[config.mk]
export PLATFORM = sky130hd
export DESIGN_NAME = hilo_muldiv_unit
export DESIGN_NICKNAME = d
export VERILOG_FILES = /design/src/rtl/hilo_pkg.sv /design/src/rtl/muldiv_iter.sv /design/src/rtl/hilo_muldiv_unit.sv
export SDC_FILE = /design/constraint.sdc
export NUM_CORES = 1
export LEC_CHECK = 0
export CAP_MARGIN = 20
export CORE_MARGIN = 4
export CORE_UTILIZATION = 50
export DETAILED_ROUTE_END_ITERATION = 8
export PLACE_DENSITY = 0.78
export SLEW_MARGIN = 40
export SYNTH_ARGS = -nofsm -noshare
export SYNTH_HDL_FRONTEND = slang
export SYNTH_SLANG_ARGS = --single-unit
[constraint.sdc]
create_clock -name clk -period 4.52 [get_ports clk]
set_input_delay 0.904 -clock clk [delete_from_list [all_inputs] [get_ports clk]]
set_output_delay 0.904 -clock clk [all_outputs]
set_load 0.1 [all_outputs]
[src/rtl/hilo_pkg.sv]
// Shared definitions for the HI/LO multiply/divide unit: op encodings, FSM states
// and the default datapath width.
package hilo_pkg;

  localparam int unsigned HILO_WIDTH = 32;

  localparam logic [2:0] OP_MULT = 3'd0;
  localparam logic [2:0] OP_DIV  = 3'd1;
  localparam logic [2:0] OP_MADD = 3'd2;
  localparam logic [2:0] OP_MSUB = 3'd3;
  localparam logic [2:0] OP_MTHI = 3'd4;
  localparam logic [2:0] OP_MTLO = 3'd5;

  typedef enum logic [2:0] {
    IDLE,
    MUL,
    DIV,
    FIX,
    DONE
  } state_e;

endpackage

[src/rtl/muldiv_iter.sv]
// Shared unsigned shift/add-subtract datapath: shift-add multiply or restoring divide,
// one bit per step, with its own iteration counter.
module muldiv_iter
  import hilo_pkg::*;
#(
  parameter int unsigned WIDTH = HILO_WIDTH
) (
  input  logic             clk,
  input  logic             reset,
  input  logic             load,
  input  logic             step,
  input  logic             is_div,
  input  logic [WIDTH-1:0] a_in,
  input  logic [WIDTH-1:0] b_in,
  output logic             last,
  output logic [WIDTH-1:0] acc,
  output logic [WIDTH-1:0] q
);

  localparam int unsigned CW = $clog2(WIDTH);

  logic [WIDTH-1:0] acc_q, q_q, b_q, acc_d, q_d;
  logic [CW-1:0]    cnt_q;
  logic [WIDTH:0]   x, y;
  logic [WIDTH+1:0] sum;

  // One adder serves both modes; divide subtracts via inverted operand plus carry-in.
  always_comb begin
    if (is_div) begin
      x = {acc_q, q_q[WIDTH-1]};
      y = ~{1'b0, b_q};
    end else begin
      x = {1'b0, acc_q};
      y = {1'b0, b_q} & {(WIDTH+1){q_q[0]}};
    end
    sum = {1'b0, x} + {1'b0, y} + {{(WIDTH+1){1'b0}}, is_div};
    if (is_div) begin
      // sum[WIDTH+1] is the no-borrow flag: keep the difference and shift in a 1.
      acc_d = sum[WIDTH+1] ? sum[WIDTH-1:0] : x[WIDTH-1:0];
      q_d   = {q_q[WIDTH-2:0], sum[WIDTH+1]};
    end else begin
      acc_d = sum[WIDTH:1];
      q_d   = {sum[0], q_q[WIDTH-1:1]};
    end
  end

  always_ff @(posedge clk) begin
    if (reset) begin
      acc_q <= '0;
      q_q   <= '0;
      b_q   <= '0;
      cnt_q <= '0;
    end else if (load) begin
      acc_q <= '0;
      q_q   <= a_in;
      b_q   <= b_in;
      cnt_q <= '0;
    end else if (step) begin
      acc_q <= acc_d;
      q_q   <= q_d;
      cnt_q <= cnt_q + CW'(1);
    end
  end

  assign last = (cnt_q == CW'(WIDTH - 1));
  assign acc  = acc_q;
  assign q    = q_q;

endmodule

[src/rtl/hilo_muldiv_unit.sv]
// HI/LO owner for the multicycle MIPS datapath: iterative signed mult/div plus mthi/mtlo.
// Define HILO_MADD_EN to enable MADD/MSUB accumulation; otherwise those ops are no-ops.
module hilo_muldiv_unit
  import hilo_pkg::*;
#(
  parameter int unsigned WIDTH = HILO_WIDTH
) (
  input  logic             clk,
  input  logic             reset,
  input  logic             start,
  input  logic [2:0]       op,
  input  logic [WIDTH-1:0] rs_val,
  input  logic [WIDTH-1:0] rt_val,
  output logic             busy,
  output logic             done,
  output logic             div_by_zero,
  output logic [WIDTH-1:0] hi,
  output logic [WIDTH-1:0] lo
);

  state_e             state_q;
  logic [2:0]         op_q;
  logic               neg_q, rem_neg_q;
  logic               busy_q, done_q, dbz_q;
  logic [WIDTH-1:0]   hi_q, lo_q;
  logic               accept, mul_go, div_go, iter_last;
  logic [WIDTH-1:0]   iter_a, iter_b, iter_acc, iter_q, quot, rem;
  logic [2*WIDTH-1:0] prod, sprod, fix_hilo;

  function automatic logic [WIDTH-1:0] mag(input logic [WIDTH-1:0] v);
    return v[WIDTH-1] ? -v : v;
  endfunction

  always_comb begin
    accept = start && !busy_q;
`ifdef HILO_MADD_EN
    mul_go = accept && (op == OP_MULT || op == OP_MADD || op == OP_MSUB);
`else
    mul_go = accept && (op == OP_MULT);
`endif
    div_go = accept && (op == OP_DIV) && (rt_val != '0);
    iter_a = div_go ? mag(rs_val) : mag(rt_val);
    iter_b = div_go ? mag(rt_val) : mag(rs_val);
  end

  muldiv_iter #(
    .WIDTH(WIDTH)
  ) u_iter (
    .clk    (clk),
    .reset  (reset),
    .load   (mul_go || div_go),
    .step   (state_q == MUL || state_q == DIV),
    .is_div (state_q == DIV),
    .a_in   (iter_a),
    .b_in   (iter_b),
    .last   (iter_last),
    .acc    (iter_acc),
    .q      (iter_q)
  );

  // Sign fix-up; remainder follows the dividend, quotient/product follow sign xor.
  always_comb begin
    prod  = {iter_acc, iter_q};
    sprod = neg_q ? -prod : prod;
    quot  = neg_q ? -iter_q : iter_q;
    rem   = rem_neg_q ? -iter_acc : iter_acc;
    if (op_q == OP_DIV) begin
      fix_hilo = {rem, quot};
    end else begin
      fix_hilo = sprod;
`ifdef HILO_MADD_EN
      if (op_q == OP_MADD) fix_hilo = {hi_q, lo_q} + sprod;
      else if (op_q == OP_MSUB) fix_hilo = {hi_q, lo_q} - sprod;
`endif
    end
  end

  always_ff @(posedge clk) begin
    if (reset) begin
      state_q   <= IDLE;
      op_q      <= OP_MULT;
      neg_q     <= 1'b0;
      rem_neg_q <= 1'b0;
      busy_q    <= 1'b0;
      done_q    <= 1'b0;
      dbz_q     <= 1'b0;
      hi_q      <= '0;
      lo_q      <= '0;
    end else begin
      done_q <= 1'b0;
      dbz_q  <= 1'b0;
      unique case (state_q)
        IDLE, DONE: begin
          state_q <= IDLE;
          if (accept) begin
            op_q      <= op;
            neg_q     <= rs_val[WIDTH-1] ^ rt_val[WIDTH-1];
            rem_neg_q <= rs_val[WIDTH-1];
            if (mul_go || div_go) begin
              state_q <= mul_go ? MUL : DIV;
              busy_q  <= 1'b1;
            end else begin
              // Single-cycle ops; a DIV landing here has a zero divisor.
              state_q <= DONE;
              done_q  <= 1'b1;
              dbz_q   <= (op == OP_DIV);
              if (op == OP_MTHI) hi_q <= rs_val;
              if (op == OP_MTLO) lo_q <= rs_val;
            end
          end
        end
        MUL, DIV: begin
          if (iter_last) state_q <= FIX;
        end
        FIX: begin
          {hi_q, lo_q} <= fix_hilo;
          state_q      <= DONE;
          busy_q       <= 1'b0;
          done_q       <= 1'b1;
        end
        default: state_q <= IDLE;
      endcase
    end
  end

  assign busy        = busy_q;
  assign done        = done_q;
  assign div_by_zero = dbz_q;
  assign hi          = hi_q;
  assign lo          = lo_q;

endmodule

# --- Yosys cells after proc, flatten, opt, wreduce, memory -nomap -nowiden ---
# Index checks and enable logic that the tools add are counted.
# Widths: inputs -> output; s select.
totals:
  output_inout_bits: 67
  register_bits: 176
classes:
  n_bitwise: 5
  reduce_logical: 20
  mux: 34
  eq_ne: 15
  add_sub_neg: 8
ops:
  columns: ["op", "n"]
  rows:
  - ["$mux 32", 17]
  - ["$mux 64", 2]
  - ["$neg 32->32", 4]
  - ["$pmux 32 s2", 2]
  - ["$mux 33", 2]
  - ["$neg 64->64", 1]
  - ["$add 33x33->34", 1]
  - ["$add 34x1->34", 1]
  - ["$and 32x33->33", 1]
  - ["$not 32->33", 1]
  - ["$reduce_bool 32->1", 1]
  - ["$ne 2x2->1 const B", 5]
  - ["$eq 3x1->1 const B", 3]
  - ["$eq 3x3->1 const B", 3]
  - ["$mux 3", 3]
  - ["$pmux 3 s3", 1]
  - ["$reduce_and 4->1", 2]
  - ["$eq 3x2->1 const B", 2]
  - ["$logic_not 3->1", 2]
  - ["$reduce_or 2->1", 3]
  - ["$add 5x1->5 const B", 1]
  - ["$eq 5x5->1 const B", 1]
  - ["$logic_and 1x1->1", 4]
  - ["$mux 1", 4]
  - ["11 further kinds", 15]

# --- Depth between registers and ports, before layout ---
# Gate-level depths: netlist of the first run.
depth:
  depth_word: 8
  ltp_mapped: 19
  depth_no_buf: 16

# --- Cells and area by module ---
# Synthesis of the first run repeated with hierarchy kept, for this count alone.
hier_totals:
  cells_unflattened: 1888
  hier_area_um2: 14237.4
by_module_without_submodules:
  columns: ["module", "area_each_um2", "seq_area_each_um2", "n_inst", "cells_each"]
  rows:
  - ["hilo_muldiv_unit", 7149.4, 1501.4, 1, 978]
  - ["muldiv_iter", 7088.0, 2021.9, 1, 910]

# --- Worst setup path after synthesis of the first run ---
# OpenSTA, ideal clock, no wires.
synth_timing:
  path_type: "reg2reg"
  from: "reg state_q[0]"
  to: "reg u_iter.acc_q[1] (netlist: u_iter.acc[1])"
  n_path_buf: 7
  period_less_slack_ns: 4.402
  arrival_time_ns: 4.284
  slack_ns: 0.118
  path_stages_with_launch: 20
  path_cell_list: "dfxtp_1 > clkbuf_1 > or3b_2 > clkbuf_1 > clkbuf_1 > buf_1 > buf_1 > nand2_1 > nand2_1 > ha_1 > clkbuf_1 > a21oi_1 > nand2_1 > a221oi_1 > a21oi_1 > o211a_1 > nor3_1 > clkbuf_1 > a22oi_1 > a32o_1"
synth_via:
  elab_chain_len: 6
synth_lines:
  columns: ["item", "line_no", "text"]
  rows:
  - ["from (decl)", "hilo_muldiv_unit.sv:21", "state_e state_q;"]
  - ["from (signal assigned)", "hilo_muldiv_unit.sv:100", "state_q <= mul_go ? MUL : DIV;"]
  - ["$eq 3x2->1", "hilo_muldiv_unit.sv:52, hilo_muldiv_unit.sv:53", null]
  - ["$mux 33", "muldiv_iter.sv:29", "if (is_div) begin"]
  - ["$add 33x33->34", "muldiv_iter.sv:36", "sum = {1'b0, x} + {1'b0, y} + {{(WIDTH+1){1'b0}}, is_div};"]
  - ["$add 34x1->34", "muldiv_iter.sv:36", null]
  - ["$mux 32", "muldiv_iter.sv:39", "acc_d = sum[WIDTH+1] ? sum[WIDTH-1:0] : x[WIDTH-1:0];"]
  - ["$mux 32", "muldiv_iter.sv:37", "if (is_div) begin"]
  - ["to (signal assigned)", "muldiv_iter.sv:49", "acc_q <= '0;"]
  - ["to (signal assigned)", "muldiv_iter.sv:54", "acc_q <= '0;"]
  - ["to (signal assigned)", "muldiv_iter.sv:59", "acc_q <= acc_d;"]
  - ["to (decl)", "muldiv_iter.sv:22", "logic [WIDTH-1:0] acc_q, q_q, b_q, acc_d, q_d;"]
# Parallel ways exist; a longest one is shown, timed or not.
# A chain may end at the register's enable or synchronous reset.

# --- Final worst setup path of the first run ---
layout_timing:
  from: "reg state_q[1]"
  to: "reg u_iter.acc_q[31] (netlist: u_iter.acc[31])"
# The elaborated chain is that of the path after synthesis.

==> results of run 1 <==
## through the flow
step	cell area [um^2]	util [%]	power, mW	cells	setup WS, ps
after global routing	15290	58.35	4.803	2354	5.646
after CTS	15280	58.31	4.590	2354	319.8
final	15290	58.36	4.637	2355	218.5
after floorplan	13410	-	2.699	1955	118.2
after global placement	15040	57.39	3.125	2322	357.0
after detailed placement	14710	56.11	3.113	2322	263.7
## kinds of logic after synthesis
| family | count (synthesis) | share of synthesized area, % |
|---|---|---|
| compound gates | 615 | 28.73 |
| xor+xnor | 146 | 9.535 |
| fa+ha+maj | 39 | 3.695 |
| buf+inv | 181 | 5.225 |
| flops | 176 | 26.27 |
| mux | 4 | 0.2986 |
| simple gates | 794 | 26.25 |
## where the power goes
part	switching, mW	internal, mW	total, mW
Combinational	0.932	0.444	1.38
Clock	0.753	0.760	1.51
Sequential	0.115	1.63	1.75
Total	1.80	2.84	4.64
## per-layer routing
layer  share of wire [%]  track usage [%]  up-vias
li1                    -                -     7084
met1                  39            44.21     7125
met2                  45            53.46      953
met3                  10            5.654      188
met4                 5.4            14.59        2
met5               0.025                0        -
## path summary, 6_finish.rpt
check,to,cells after the start,start,slack [ps]
max reg2reg,u_iter.acc[31],16,state_q[1],220
max,u_iter.acc[31],16,state_q[1],220
min reg2reg,hi[20],2,hi[20],450
min,hi[20],2,hi[20],450
## layout make-up
type / count / area (um^2) / area share [%]
clock buffer: 20 / 456.7 / 2.986
clock inverter: 12 / 117.6 / 0.7690
tap: 335 / 419.2 / 2.741
multi-input combinational: 1598 / 9241 / 60.42
antenna: 1 / 2.502 / 0.01636
timing repair buffer: 195 / 1466 / 9.588
sequential: 176 / 3523 / 23.04
inverter: 18 / 67.56 / 0.4418
## state kept, by name, summed over array words and instances, names as in the netlist, 3 cells and up
register	count
u_iter.cnt_q	5
u_iter.q	32
lo	32
hi	32
op_q	3
u_iter.b_q	32
u_iter.acc	32
state_q	3
## worst register-to-register path: stages, from the launching register on
cell	delay, ps
dfxtp_1	510
nor3b_4	370
nor2_2	140
nand2_1	90
o21ai_0	90
ha_1	310
a21oi_1	80
fa_1	410
nand2b_1	180
a21oi_1	280
o211ai_1	260
a31oi_1	430
a221oi_1	220
o21a_1	240
nand2b_1	140
a2111oi_0	390
a21o_1	120
## placed cells by master, fill, tap and decap left out, types with 46 or more instances in the layout
cell type          n
o21ai_0          163
nor2_1           233
clkdlybuf4s50_1   68
xor2_1            76
dfxtp_1          176
buf_4             60
buf_2             67
a21oi_1          202
nor3_1            46
xnor2_1           70
nand2_1          344
==> metrics.txt, run 1 <==
outcome=finished, final reports clean; post-layout min period=4302 ps; share of cells above drive strength 1=10.00%; post-CTS sizing=0; CTS sink count=176; Critical Path Sink Type=flip-flop; Worst Path Arrival=4700 ps; CP startpoint kind=flip-flop; Post-synth EDFFs=0; CTS root buf=clkbuf_16; final hold violations=0; I/O pin cnt=137; DR pass1 iterations=6; top cells by count, synth=nand2_1 (344), nor2_1 (236), a21oi_1 (202); Synth area leaders=dfxtp_1 (26%), nand2_1 (9.6%), a21oi_1 (7.5%); leakage=6.013 nW; hold_buf cts=0; vias in the first global route=13668; unrepaired setup endpoints after global routing=no; Crit-path slowest cell=dfxtp_1; grt total ovfl=0; GPL Wtd Cong=1.013; TritonCTS clock tree=yes; Bufs and invs on worst path=0; Die W=171.8 um; Synth Flop Type=dfxtp_1; Crit Path Class=flip-flop to flip-flop; antenna viol nets, final=0; Die Y=171.8 um; Via Count=15352; Tot GR Track Use=33.32%; Unique masters post-synth=79; Worst Path Required=4910 ps; first-pass GRT wire length=77240 um; YS warnings=0; peak supply drop=285.3 uV; Slew HR=45.65%; clock slew at reported path FFs=70 ps; core area=26210 um^2; CP max FO=10; H-tree Lvls=4; Net Count, Synth=2064; syn avg cell area=6.860 um^2; Clock Latency Late Sink=450 ps; Mapped Area=13410 um^2; most common cell in the netlist=nand2_1; fmax=232.5 MHz; routed len/inst=21.65 um; max_cap viols=0; Setup Fix Bufs, Post-CTS=0; # rows=59; hold crit path type=flip-flop to flip-flop; Via density=6.519; area share of the largest cell type after synthesis=26.27%; Crit path max-delay family=compound AO/OA/AOI/OAI gates; Max Transition Viols Final=0; nets@finish=2115; cts bufs inserted=17; initial core utilization=51.17%; DRC=0; filler cell count=2492; Total Wirelength=51000 um; # setup viols final=0; full die area=29500 um^2; actual slew at the worst max-slew pin=815.2 ps; cell taking the most area after synthesis=dfxtp_1; Cells after Synth=1955; CTS max path bufs=2; sequential share of the synthesized area=26.27%; PortBufs=136; largest net degree at the start of global routing=54; max incr delay on CP=510 ps; critical-path cell list=nor3b_4 > nor2_2 > nand2_1 > o21ai_0 > ha_1 > a21oi_1 > fa_1 > nand2b_1 > a21oi_1 > o211ai_1 > a31oi_1 > a221oi_1 > o21a_1 > nand2b_1 > a2111oi_0 > a21o_1; flop and latch count out of synthesis=176; hpwl dp=38190 um; Power Dens Cells=303.2 nW/um^2; antenna violations before repair=4; initial drt markers=2155; Hold WS=451.9 ps; ys async rst share=0%; TNS Setup=0 ps; fin crit share=95.17%; clk_skew=17.27 ps; P&R area growth vs syn=14.05%
Note: power is estimated with default switching activity, not from simulation.
==> run 2: changes to the inputs <==
- CAP_MARGIN: 20 -> unset
- PLACE_DENSITY: 0.78 -> 0.76
- clock period: 4.52 -> 4.7 ns (I/O delays scaled with it)
==> run 2 against run 1 <==
Critical path depth shrank 1; largest power group unchanged; count of clock-buffer cells in the layout shrank 2; highest routed layer is now met4; worst setup slack gained 110 ps; critical endpoint unchanged; largest cell class unchanged.
==> metrics.txt, run 2 (synthesis gave the netlist of run 1 again) <==
filler cell count=2512 (+0.80%); Setup Fix Bufs, Post-CTS=0 (unchanged); clock slew at reported path FFs=80 ps (about the same); hold-critical path depth=1 (-1); Diodes inserted=0 (-1); Worst R2R End=u_iter.acc[31]; most common cell after layout, fill and taps aside=nand2_1; post-layout min period=4367 ps (+65.23 ps); hold endpoint=hi[12]; hold crit path type=flip-flop to flip-flop; H-tree Lvls=4 (unchanged); Total Wirelength=50310 um (-1.3%); TritonCTS clock tree=yes; DR pass1 iterations=8 (+2); grt total ovfl=0 (unchanged); Clock Latency Late Sink=450 ps (about the same); CP startpoint kind=flip-flop; Tot GR Track Use=32.91% (-0.41 points); # setup viols final=0 (unchanged); # rows=59 (unchanged); leakage=6.015 nW (about the same); reg2reg setup slack=330 ps (+110 ps); Worst Path Required=5080 ps (+170 ps); final hold violations=0 (unchanged); most frequent cells in the layout=nand2_1 (344), nor2_1 (233), a21oi_1 (202), dfxtp_1 (176), o21ai_0 (164); Critical Path Sink Type=flip-flop; CTS max path bufs=2 (unchanged); fin crit share=92.91% (-2.3 points); Post-Place Cells=2317 (-0.22%); Layout Cells excl Fill=2349 (-0.25%); share of cells above drive strength 1=9.583% (-0.42 points); actual slew at the worst max-slew pin=843.6 ps (+28.36 ps); P&R area growth vs syn=14.16% (about the same); hold_buf cts=0 (unchanged); fmax=229.0 MHz (-1.5%); peak supply drop=284.9 uV (-0.14%); unrepaired setup endpoints after global routing=no; first-pass GRT wire length=76470 um (-1.0%); TNS Setup=0 ps (unchanged); hpwl dp=37370 um (-2.1%); CTS sink count=176 (unchanged); Crit Path Class=flip-flop to flip-flop; outcome=finished, final reports clean; PortBufs=136 (unchanged); DRC=0 (unchanged); antenna violations before repair=0 (-4); nets@finish=2110 (-0.24%); Slew HR=42.97% (-2.7 points); full die area=29500 um^2 (unchanged); I/O pin cnt=137 (unchanged); cts bufs inserted=17 (unchanged); routed len/inst=21.42 um (-1.1%); max_cap viols=0 (unchanged); CP max FO=41 (+31); largest net degree at the start of global routing=101 (+87%); post-CTS sizing=0 (unchanged); GPL Wtd Cong=0.9838 (-2.9%); initial core utilization=51.17% (unchanged); hold path start=hi[12]; Die W=171.8 um (unchanged); Max Transition Viols Final=0 (unchanged); area occupied by registers=3523 um^2 (unchanged); vias in the first global route=13597 (-0.52%); Die Y=171.8 um (unchanged); Reg2Reg Depth=15 (-1); Final Util=58.42% (about the same); antenna viol nets, final=0 (unchanged); initial drt markers=1886 (-12%); Via Count=15069 (-1.8%); Worst Path Arrival=4750 ps (+50 ps); Worst R2R Start=state_q[1]; Via density=6.415 (-1.6%); core area=26210 um^2 (unchanged); clk_skew=18.95 ps (+1.682 ps); area of the multi-input gates=9234 um^2 (about the same); CTS root buf=clkbuf_16; Power Dens Cells=291.3 nW/um^2 (-3.9%)
## run 2: final cells by class
| type | instances | area share [%] |
|---|---|---|
| clock buffer | 18 | 2.803 |
| inverter | 18 | 0.4413 |
| multi-input combinational | 1598 | 60.31 |
| timing repair buffer | 190 | 9.709 |
| sequential | 176 | 23.01 |
| clock inverter | 14 | 0.9807 |
| tap | 335 | 2.738 |
## run 2: stage by stage
step	power, mW	hold WS, ps	cell area (um^2)	worst slack, ps
after floorplan	2.595	440.6	13410	298.2
after global placement	2.996	434.5	15030	222.6
after detailed placement	2.990	434.1	14730	282.0
after CTS	4.436	453.7	15310	372.9
after global routing	4.625	468.1	15310	110.1
final	4.459	451.8	15310	333.2
## run 2: layer usage
metal | share of wire (%) | wire length (um) | track usage, %
met1 | 40 | 20230 | 43.26
met2 | 46 | 22930 | 52.22
met3 | 8.8 | 4428 | 6.091
met4 | 5.4 | 2717 | 15.79
met5 | 0 | 0 | 0
## run 2: worst max path at each step
stage | cells past startpoint | start | end | slack (ps)
floorplan | 19 | state_q[0] | u_iter.acc[1] | 300
global placement | 15 | u_iter.q[0] | u_iter.acc[31] | 220
detailed placement | 9 | rt_val[14] | u_iter.q[11] | 280
CTS | 15 | state_q[1] | u_iter.acc[31] | 370
global route | 15 | state_q[1] | u_iter.acc[23] | 110
finish | 15 | state_q[1] | u_iter.acc[31] | 330
## run 2: worst max-delay path: stages (launching register included)
cell       delay [ps]
dfxtp_1           340
nor3b_4           240
buf_4             460
o21ai_0           200
ha_1              370
a21oi_1           100
fa_1              420
nand2b_1          180
a21oi_1           230
o211ai_1          240
a31oi_1           430
a221oi_1          200
o21a_1            240
nand2b_1          140
a2111oi_0         380
a21o_1            130
## run 2: where the power goes
part	total, mW	leakage [nW]	switching [mW]	internal [mW]
sequential	1.68	1.43	0.106	1.57
combinational	1.32	4.31	0.890	0.426
clock	1.47	0.277	0.714	0.752
total	4.46	6.01	1.71	2.75
